[src/rtl/ex_operand_stage.sv]
// ex_operand_stage: ID/EX pipeline register with operand forwarding.
// Captures decoded operands and control each cycle. It drives the ALU
// operands from the register values, or from the EX/MEM or MEM/WB results
// when a younger result has not yet reached the register file.
module ex_operand_stage #(
    parameter int DATA_WIDTH    = 32,
    parameter int OPCODE_LENGTH = 4,
    parameter int REG_ADDR      = 5
) (
    input  logic                     clk,
    input  logic                     reset,
    input  logic                     stall,
    input  logic                     flush,
    input  logic                     id_valid,
    input  logic [DATA_WIDTH-1:0]    id_rs1_data,
    input  logic [DATA_WIDTH-1:0]    id_rs2_data,
    input  logic [DATA_WIDTH-1:0]    id_imm,
    input  logic [REG_ADDR-1:0]      id_rs1,
    input  logic [REG_ADDR-1:0]      id_rs2,
    input  logic [REG_ADDR-1:0]      id_rd,
    input  logic                     id_alu_src,
    input  logic [OPCODE_LENGTH-1:0] id_alu_op,
    input  logic                     id_reg_write,
    input  logic                     exmem_reg_write,
    input  logic [REG_ADDR-1:0]      exmem_rd,
    input  logic [DATA_WIDTH-1:0]    exmem_result,
    input  logic                     memwb_reg_write,
    input  logic [REG_ADDR-1:0]      memwb_rd,
    input  logic [DATA_WIDTH-1:0]    memwb_result,
    output logic                     ex_valid,
    output logic [REG_ADDR-1:0]      ex_rd,
    output logic                     ex_reg_write,
    output logic [OPCODE_LENGTH-1:0] Operation,
    output logic [DATA_WIDTH-1:0]    SrcA,
    output logic [DATA_WIDTH-1:0]    SrcB,
    output logic [DATA_WIDTH-1:0]    ex_store_data,
    output logic [1:0]               fwd_a,
    output logic [1:0]               fwd_b
);

    // Forwarding source encodings, also exported on fwd_a/fwd_b.
    localparam logic [1:0] FWD_REG   = 2'b00;
    localparam logic [1:0] FWD_EXMEM = 2'b10;
    localparam logic [1:0] FWD_MEMWB = 2'b01;

    typedef struct packed {
        logic                     valid;
        logic [DATA_WIDTH-1:0]    rs1_data;
        logic [DATA_WIDTH-1:0]    rs2_data;
        logic [DATA_WIDTH-1:0]    imm;
        logic [REG_ADDR-1:0]      rs1;
        logic [REG_ADDR-1:0]      rs2;
        logic [REG_ADDR-1:0]      rd;
        logic                     alu_src;
        logic [OPCODE_LENGTH-1:0] alu_op;
        logic                     reg_write;
    } stage_t;

    stage_t stage_q;
    stage_t stage_d;

    logic [1:0]            fwd_a_s;
    logic [1:0]            fwd_b_s;
    logic [DATA_WIDTH-1:0] fwd_rs1_s;
    logic [DATA_WIDTH-1:0] fwd_rs2_s;

    // Choose the forwarding source for one source register. EX/MEM wins
    // because it holds the newer value. x0 is hard-wired, so it never forwards.
    function automatic logic [1:0] fwd_select(
        input logic [REG_ADDR-1:0] rs,
        input logic                exmem_we,
        input logic [REG_ADDR-1:0] exmem_dst,
        input logic                memwb_we,
        input logic [REG_ADDR-1:0] memwb_dst
    );
        logic [1:0] sel;
        sel = FWD_REG;
        if (exmem_we && (exmem_dst != {REG_ADDR{1'b0}}) && (exmem_dst == rs)) begin
            sel = FWD_EXMEM;
        end else if (memwb_we && (memwb_dst != {REG_ADDR{1'b0}}) && (memwb_dst == rs)) begin
            sel = FWD_MEMWB;
        end else begin
            sel = FWD_REG;
        end
        return sel;
    endfunction

    // Next stage contents: flush beats stall, and stall beats a normal load.
    always_comb begin
        stage_d = stage_q;
        if (flush) begin
            stage_d = '0;
        end else if (stall) begin
            stage_d = stage_q;
        end else begin
            stage_d.valid     = id_valid;
            stage_d.rs1_data  = id_rs1_data;
            stage_d.rs2_data  = id_rs2_data;
            stage_d.imm       = id_imm;
            stage_d.rs1       = id_rs1;
            stage_d.rs2       = id_rs2;
            stage_d.rd        = id_rd;
            stage_d.alu_src   = id_alu_src;
            stage_d.alu_op    = id_alu_op;
            // An empty decode slot must not write back.
            stage_d.reg_write = id_valid & id_reg_write;
        end
    end

    // Stage register with synchronous reset. Reset also wins over stall and flush.
    always_ff @(posedge clk) begin
        if (reset) begin
            stage_q <= '0;
        end else begin
            stage_q <= stage_d;
        end
    end

    // Forwarding select and operand muxes. This logic is not gated by valid
    // and stays live while the stage is stalled.
    always_comb begin
        fwd_a_s   = fwd_select(stage_q.rs1, exmem_reg_write, exmem_rd,
                               memwb_reg_write, memwb_rd);
        fwd_b_s   = fwd_select(stage_q.rs2, exmem_reg_write, exmem_rd,
                               memwb_reg_write, memwb_rd);
        fwd_rs1_s = stage_q.rs1_data;
        fwd_rs2_s = stage_q.rs2_data;
        case (fwd_a_s)
            FWD_EXMEM: fwd_rs1_s = exmem_result;
            FWD_MEMWB: fwd_rs1_s = memwb_result;
            default:   fwd_rs1_s = stage_q.rs1_data;
        endcase
        case (fwd_b_s)
            FWD_EXMEM: fwd_rs2_s = exmem_result;
            FWD_MEMWB: fwd_rs2_s = memwb_result;
            default:   fwd_rs2_s = stage_q.rs2_data;
        endcase
    end

    assign ex_valid      = stage_q.valid;
    assign ex_rd         = stage_q.rd;
    assign ex_reg_write  = stage_q.reg_write;
    assign Operation     = stage_q.alu_op;
    assign SrcA          = fwd_rs1_s;
    assign SrcB          = stage_q.alu_src ? stage_q.imm : fwd_rs2_s;
    assign ex_store_data = fwd_rs2_s;
    assign fwd_a         = fwd_a_s;
    assign fwd_b         = fwd_b_s;

endmodule

[config.mk]
export PLATFORM = sky130hd
export DESIGN_NAME = ex_operand_stage
export DESIGN_NICKNAME = d
export VERILOG_FILES = /design/src/rtl/ex_operand_stage.sv
export SDC_FILE = /design/constraint.sdc
export NUM_CORES = 1
export LEC_CHECK = 0
export BUFFER_PORTS_ARGS = -buffer_cell sky130_fd_sc_hd__clkbuf_2
export CAP_MARGIN = 25
export CELL_PAD_IN_SITES_DETAIL_PLACEMENT = 0
export CELL_PAD_IN_SITES_GLOBAL_PLACEMENT = 1
export CORE_ASPECT_RATIO = 0.5
export CORE_MARGIN = 10
export CORE_UTILIZATION = 33
export CTS_CLUSTER_SIZE = 8
export DETAILED_ROUTE_END_ITERATION = 8
export PLACE_DENSITY = 0.88
export SETUP_SLACK_MARGIN = 0.05
export SYNTH_ARGS = -nofsm -noshare
export SYNTH_HDL_FRONTEND = slang
export SYNTH_SLANG_ARGS = --single-unit
export TNS_END_PERCENT = 1
[constraint.sdc]
create_clock -name clk -period 3.1 [get_ports clk]
set_clock_uncertainty 0.2 [all_clocks]
set_input_delay 0.62 -clock clk [delete_from_list [all_inputs] [get_ports clk]]
set_output_delay 0.62 -clock clk [all_outputs]
set_load 0.01 [all_outputs]
==> out/metrics.yaml, run 1 <==
min_path:
  hold_path.class: "in -> reg"
synthesis:
  syn_avg_cell_area_sq_um: 8.57
  synth-main-ff-cell: "dfxtp_1"
  synth.distinct_cells: 27
  yosysWarnings: 0
  synth_edf_count: 0
  synth.ff_latch_count: 118
  netlist_area_sq_mm: 0.00644
  synth_fp_nets: 949
  async_reset_ff_share_pct: 0
  synth.largest_area_cell: "dfxtp_1"
  synthCells: 751
  synth_seq_area_share_pct: 36.7
  synthTopCellsByArea: "dfxtp_1 37%, mux2i_1 28%, nor2_1 8.8%"
  yosysTopAreaCellShare_pct: 36.7
global_routing:
  grt_max_degree: 75
  track_usage_pct: 18.7
  antenna_found_initial: 0
  grt.overflow.total: 0
  grt_pass1_wl_mm: 38.3
  grt_pass1_vias: 6673
layout:
  drive_above_1_share_pct: 40.9
  multiInputGateArea_sq_mm: 0.00377
  antenna_cells: 0
  final-seq-area_sq_mm: 0.00236
  final_cell_mix: "230 x clkbuf_2, 173 x mux2i_1, 147 x nor2_1"
  layout_commonest_cell: "clkbuf_2"
  area_growth_pct: 45.9
  fillers: 1838
  post-route-util_pct: 50.0
  design_area_sq_mm: 0.00939
  fin_nets: 1265
sta:
  layout_setup_ws_ns: -0.177
  setup_viol: 66
  rsz0062_at_grt: "true"
  finalHoldViolCount: 0
  slew_viol_final: 0
  period_minus_slack_ns: 3.28
  setup_tns_ns: -4.49
  tightest_slew_ns: 0.689
  period_share_pct: 106
  slew_headroom_pct: 54.1
  max_freq_ghz: 0.305
worst_setup_path:
  endpoint_kind: "output port"
  rrSetupSlack_ns: 1.56
  rr_startpoint: "stage_q[5]"
  crit_start: "memwb_rd[1]"
  start_kind: "primary input"
  r2r-end: "stage_q[5]"
  worstPathArrival_ns: 2.46
  critPathMaxFanout: 18
  crit_end: "SrcB[3]"
  r2r_cells: 3
  cp.required_ns: 2.28
  crit_type: "in -> out"
floorplan:
  start_util_pct: 34.3
  pin_count: 309
  die_area_sq_mm: 0.0258
  rows: 35
  core_sq_mm: 0.0188
  die_w_microns: 218
  fp.dieH_microns: 119
clock_tree:
  cts_tree: "built"
  h-tree-depth: 4
  ctsHoldBuffers: 0
  worstSkewPairLatency_ns: 0.40
  cts_buffers: 17
  cts_root_buffer: "clkbuf_16"
  clkTransAtPathRegs_ns: 0.05
  numClockSinks: 118
  cts_buffer_depth: 2
placed_design:
  dp_slack_ns: -0.256
  hpwl_mm: 19.5
  gp_congestion: 0.962
  port_buffers: 308
  place_area_sq_mm: 0.00853
route:
  totalWireLength_mm: 25.8
  final_antenna_net_count: 0
  dr.pass1.iters: 5
  vias_per_cell: 4.97
  dr.first_iter.drc_count: 460
  drc: 0
  post_drt_wl_per_cell_microns: 19.3
  routed-via-count: 6644
power:
  p_leak_nw: 4.43
  vdd_ir_drop_max_v: 0.000356
  power.density_mw_per_mm2: 437
outcome:
  status: "finished with violations"
  violations: "setup timing"
job:
  drv_cap: 0
[through the flow]
step                cells  hold slack (ns)  power, mW
finish               1336            0.244       4.11
global placement     1302            0.273       2.28
global route         1336            0.237       4.29
CTS                  1336            0.225       4.15
floorplan             751            0.263       1.95
detailed placement   1302            0.287       2.29
[synthesized netlist by cell type (6+ instances only)]
cell and number:
mux2i_1 180, nor2_1 151, dfxtp_1 118, nor3_1 36, clkbuf_1 35, a21oi_1 33
inv_1 33, a221oi_1 32, nand2_1 32, o21ai_0 32, xor2_1 14, buf_2 11
buf_4 9, buf_1 7, xnor2_1 6
[registers in the layout, indices dropped and copies added (netlist names)]
register,count
stage_q,107
ex_rd,5
Operation,4
ex_reg_write,1
ex_valid,1
[critical path, stage by stage]
cell and delay [ns]:
buf_6 0.09, or4_4 0.53, o21a_1 0.20, and4_4 0.17
buf_12 0.17, mux2i_1 0.15, a221oi_1 0.30, buf_2 0.20
[power breakdown]
group | total (mW) | internal (mW) | leakage (nW) | switching (mW)
combinational | 0.692 | 0.338 | 3.20 | 0.354
clock | 1.81 | 1.15 | 0.266 | 0.662
sequential | 1.60 | 1.57 | 0.962 | 0.0357
[cell families (layout without fill, tap and decap cells)]
logic type | Yosys count | in the layout | share of synthesized area (%)
and+or+nand+nor | 230 | 231 | 14.8
muxes | 180 | 180 | 28.0
DFF | 118 | 118 | 36.7
buffers and inverters | 103 | 428 | 8.08
AOI/OAI and AO/OA | 100 | 100 | 9.76
xor gates and xnor gates | 20 | 20 | 2.72
[layout make-up]
| class | instances | area share [%] |
|---|---|---|
| multi-input combinational | 531 | 40.2 |
| sequential | 118 | 25.2 |
| timing repair buffer | 366 | 24.2 |
| tap | 259 | 3.45 |
| inverter | 33 | 1.32 |
| clock buffer | 24 | 5.13 |
| clock inverter | 5 | 0.533 |
[how the worst min path moves through the flow]
| stage | start | cells past startpoint | end |
|---|---|---|---|
| after floorplan | stage_q[100] | 2 | stage_q[100] |
| after global placement | ex_valid | 2 | ex_valid |
| after detailed placement | stage_q[32] | 2 | stage_q[32] |
| after CTS | id_rs1_data[3] | 3 | stage_q[88] |
| after global routing | id_rs2_data[25] | 3 | stage_q[78] |
| final | id_rs1_data[29] | 3 | stage_q[114] |
[routing by layer]
| metal | wire [microns] | up-vias | track usage, % |
|---|---|---|---|
| met5 | 0 | - | 0 |
| met4 | 376 | 0 | 5.60 |
| met3 | 1190 | 28 | 4.02 |
| met2 | 13700 | 193 | 34.1 |
| met1 | 10600 | 3199 | 21.3 |
| li1 | - | 3224 | - |
[repair_timing]
item,CTS,global route
cloned,2,0
gates resized for setup,57,107
hold endpoints to repair,0,0
buffers inserted,3,0
endpoints found under the setup margin,98,95
pin swaps,5,9
Power figures use the tool's default switching activity.
==> run 2, diff against run 1 <==
--- a/config.mk
+++ b/config.mk
@@ -9,7 +9,7 @@
 export CAP_MARGIN = 25
 export CELL_PAD_IN_SITES_DETAIL_PLACEMENT = 0
 export CELL_PAD_IN_SITES_GLOBAL_PLACEMENT = 1
-export CORE_ASPECT_RATIO = 0.5
+export CORE_ASPECT_RATIO = 0.75
 export CORE_MARGIN = 10
 export CORE_UTILIZATION = 33
 export CTS_CLUSTER_SIZE = 8
@@ -19,4 +19,4 @@
 export SYNTH_ARGS = -nofsm -noshare
 export SYNTH_HDL_FRONTEND = slang
 export SYNTH_SLANG_ARGS = --single-unit
-export TNS_END_PERCENT = 1
+export TNS_END_PERCENT = 10
==> constraint.sdc (replaced) <==
create_clock -name clk -period 3.1 [get_ports clk]
set_clock_uncertainty 0.2 [all_clocks]
set_input_delay 0.465 -clock clk [delete_from_list [all_inputs] [get_ports clk]]
set_output_delay 0.465 -clock clk [all_outputs]
set_load 0.01 [all_outputs]
==> out/metrics.yaml, run 2 (synthesis gave the netlist of run 1 again) <==
outcome:
  status: "complete, no violations"
floorplan:
  pin_count: 309  # unchanged
  die_w_microns: 181  # -17%
  die_area_sq_mm: 0.0256  # -1.1%
  core_sq_mm: 0.0193  # +2.6%
  rows: 44  # +26%
  fp.dieH_microns: 141  # +19%
  start_util_pct: 33.4  # -0.86 points
sta:
  max_freq_ghz: 0.328  # +7.5%
  rsz0062_at_grt: "true"
  finalHoldViolCount: 0  # unchanged
  period_share_pct: 98.3  # -7.4 points
  tightest_slew_ns: 0.587  # -0.102 ns
  setup_viol: 0  # -100%
  period_minus_slack_ns: 3.05  # -0.230 ns
  slew_viol_final: 0  # unchanged
  hold_ws_ns: 0.0880  # -0.156 ns
  slew_headroom_pct: 60.9  # +6.8 points
  setup_tns_ns: 0  # +4.49 ns
route:
  vias_per_cell: 4.87  # -2.0%
  post_drt_wl_per_cell_microns: 18.2  # -5.6%
  totalWireLength_mm: 23.7  # -8.3%
  routed-via-count: 6326  # -4.8%
  dr.first_iter.drc_count: 330  # -28%
  dr.pass1.iters: 5  # unchanged
  drc: 0  # unchanged
  final_antenna_net_count: 0  # unchanged
layout:
  regMostFlops: "stage_q"
  drive_above_1_share_pct: 37.3  # -3.5 points
  layout_commonest_cell: "clkbuf_2"
  largest_reg_flops: 107  # unchanged
  area_growth_pct: 39.9
  fillers: 1924  # +4.7%
  fin_cells: 1298  # -2.8%
  fin_nets: 1231  # -2.7%
  final_cell_mix: "297 x clkbuf_2, 178 x mux2i_1, 151 x nor2_1"
  antenna_cells: 0  # unchanged
worst_setup_path:
  start_kind: "primary input"
  worstPathArrival_ns: 2.38  # -0.08 ns
  cp_cell_sequence: "clkbuf_2 > or4_1 > o21a_1 > and4_4 > clkbuf_16 > mux2i_1 > a221oi_1 > clkbuf_2"
  endpoint_kind: "output port"
  crit_type: "in -> out"
  rrSetupSlack_ns: 2.00  # +0.44 ns
  path_delay_family: "simple AND/OR/NAND/NOR gates"
  cp_num_buf_inv: 3  # unchanged
  cpMaxStageDelayCell: "or4_1"
  cp_slowest_stage_delay_ns: 0.50  # -0.03 ns
  cp.required_ns: 2.43  # +0.15 ns
  critPathMaxFanout: 16  # -2
  crit_path_frequent_cell: "clkbuf_2"
global_routing:
  grt_pass1_wl_mm: 35.5  # -7.3%
  track_usage_pct: 17.1  # -1.6 points
  grt_max_degree: 52  # -31%
  grt_pass1_vias: 6439  # -3.5%
  antenna_found_initial: 0  # unchanged
  grt.overflow.total: 0  # unchanged
clock_tree:
  cts_buffer_depth: 2  # unchanged
  numClockSinks: 118  # unchanged
  h-tree-depth: 4  # unchanged
  worstSkewPairLatency_ns: 0.40  # about the same
  cts_buffers: 17  # unchanged
  cts_root_buffer: "clkbuf_16"
  cts_tree: "built"
  clkTransAtPathRegs_ns: 0.06  # about the same
power:
  clkPwrFrac_pct: 47.0  # +2.9 points
  intPower_mw: 3.18  # +4.1%
  power.density_mw_per_mm2: 469  # +7.4%
  vdd_ir_drop_max_v: 0.000255  # -28%
  p_sw_mw: 1.05  # -0.32%
  p_comb_share_pct: 15.1  # -1.8 points
  p_seq_share_pct: 37.9  # -1.2 points
  sw_frac_of_total_pct: 24.8  # -0.82 points
  p_leak_nw: 4.19  # -5.4%
placed_design:
  port_buffers: 308  # unchanged
  hpwl_mm: 17.7  # -9.0%
  gp_congestion: 0.912  # -5.3%
  dp_cells: 1264  # -2.9%
job:
  drv_cap: 0  # unchanged
min_path:
  hold_path.class: "in -> reg"
[run 2: cell types whose count changed in the layout (fill, tap and decap cells not counted), sizes merged]
cell / previous run / this run
nand3: 2 / 1
buf: 136 / 34
clkinv: 4 / 2
bufinv: 1 / 2
clkbuf: 254 / 323
clkinvlp: 0 / 3
[run 2: final cells by class]
class                           instances  area, sq um  area share, %
Multi-Input combinational cell        530         3690           41.0
Clock buffer                           24          512           5.68
Sequential cell                       118         2360           26.2
Tap cell                              253          317           3.51
Inverter                               33          124           1.38
Timing Repair Buffer                  333         1910           21.2
Clock inverter                          7         92.6           1.03
[run 2: worst min-delay path: stages]
cell,delay [ns]
clkbuf_2,0.07
mux2i_1,0.05
nor2_1,0.07
[run 2: power groups by stage]
stage,Combinational (mW),Clock (mW),Sequential (mW)
floorplan,0.332,0,1.62
global placement,0.620,0,1.63
detailed placement,0.625,0,1.63
CTS,0.629,2.03,1.60
global route,0.702,2.09,1.61
finish,0.640,1.99,1.60
[run 2: timing repair]
action                     CTS  global route
pin swaps                    2             3
gates resized for setup      2            31
cloned                       0             2
hold buffers                 0             0
setup endpoints to repair   38            60
setup buffers                1             0
[run 2: through the flow]
step / worst slack [ns] / area, sq um / util (%) / total power, mW
6_report: 0.0534 / 9010 / 46.7 / 4.23
3_3_place_gp: 0.0690 / 8230 / 42.7 / 2.25
4_1_cts: 0.0360 / 8850 / 45.9 / 4.26
3_5_place_dp: 0.0450 / 8230 / 42.7 / 2.26
2_1_floorplan: 0.346 / 6440 / - / 1.95
5_1_grt: 0.0293 / 9010 / 46.7 / 4.40
[run 2: metal layers]
| metal | share of wire (%) | up-vias | global-route usage, % | wire (microns) |
|---|---|---|---|---|
| met5 | 0 | - | 0 | 0 |
| met4 | 0.82 | 0 | 3.29 | 193 |
| met3 | 9.7 | 16 | 7.54 | 2300 |
| met2 | 45 | 258 | 27.2 | 10700 |
| met1 | 44 | 2909 | 21.1 | 10500 |
| li1 | - | 3143 | - | - |
[run 2: final timing paths]
| kind | from | cells past startpoint | end |
|---|---|---|---|
| hold / removal | id_rs1_data[18] | 3 | stage_q[103] |
| setup / recovery | memwb_rd[2] | 8 | SrcB[6] |
| setup reg to reg | stage_q[5] | 2 | stage_q[5] |
| hold reg to reg | stage_q[111] | 2 | stage_q[111] |
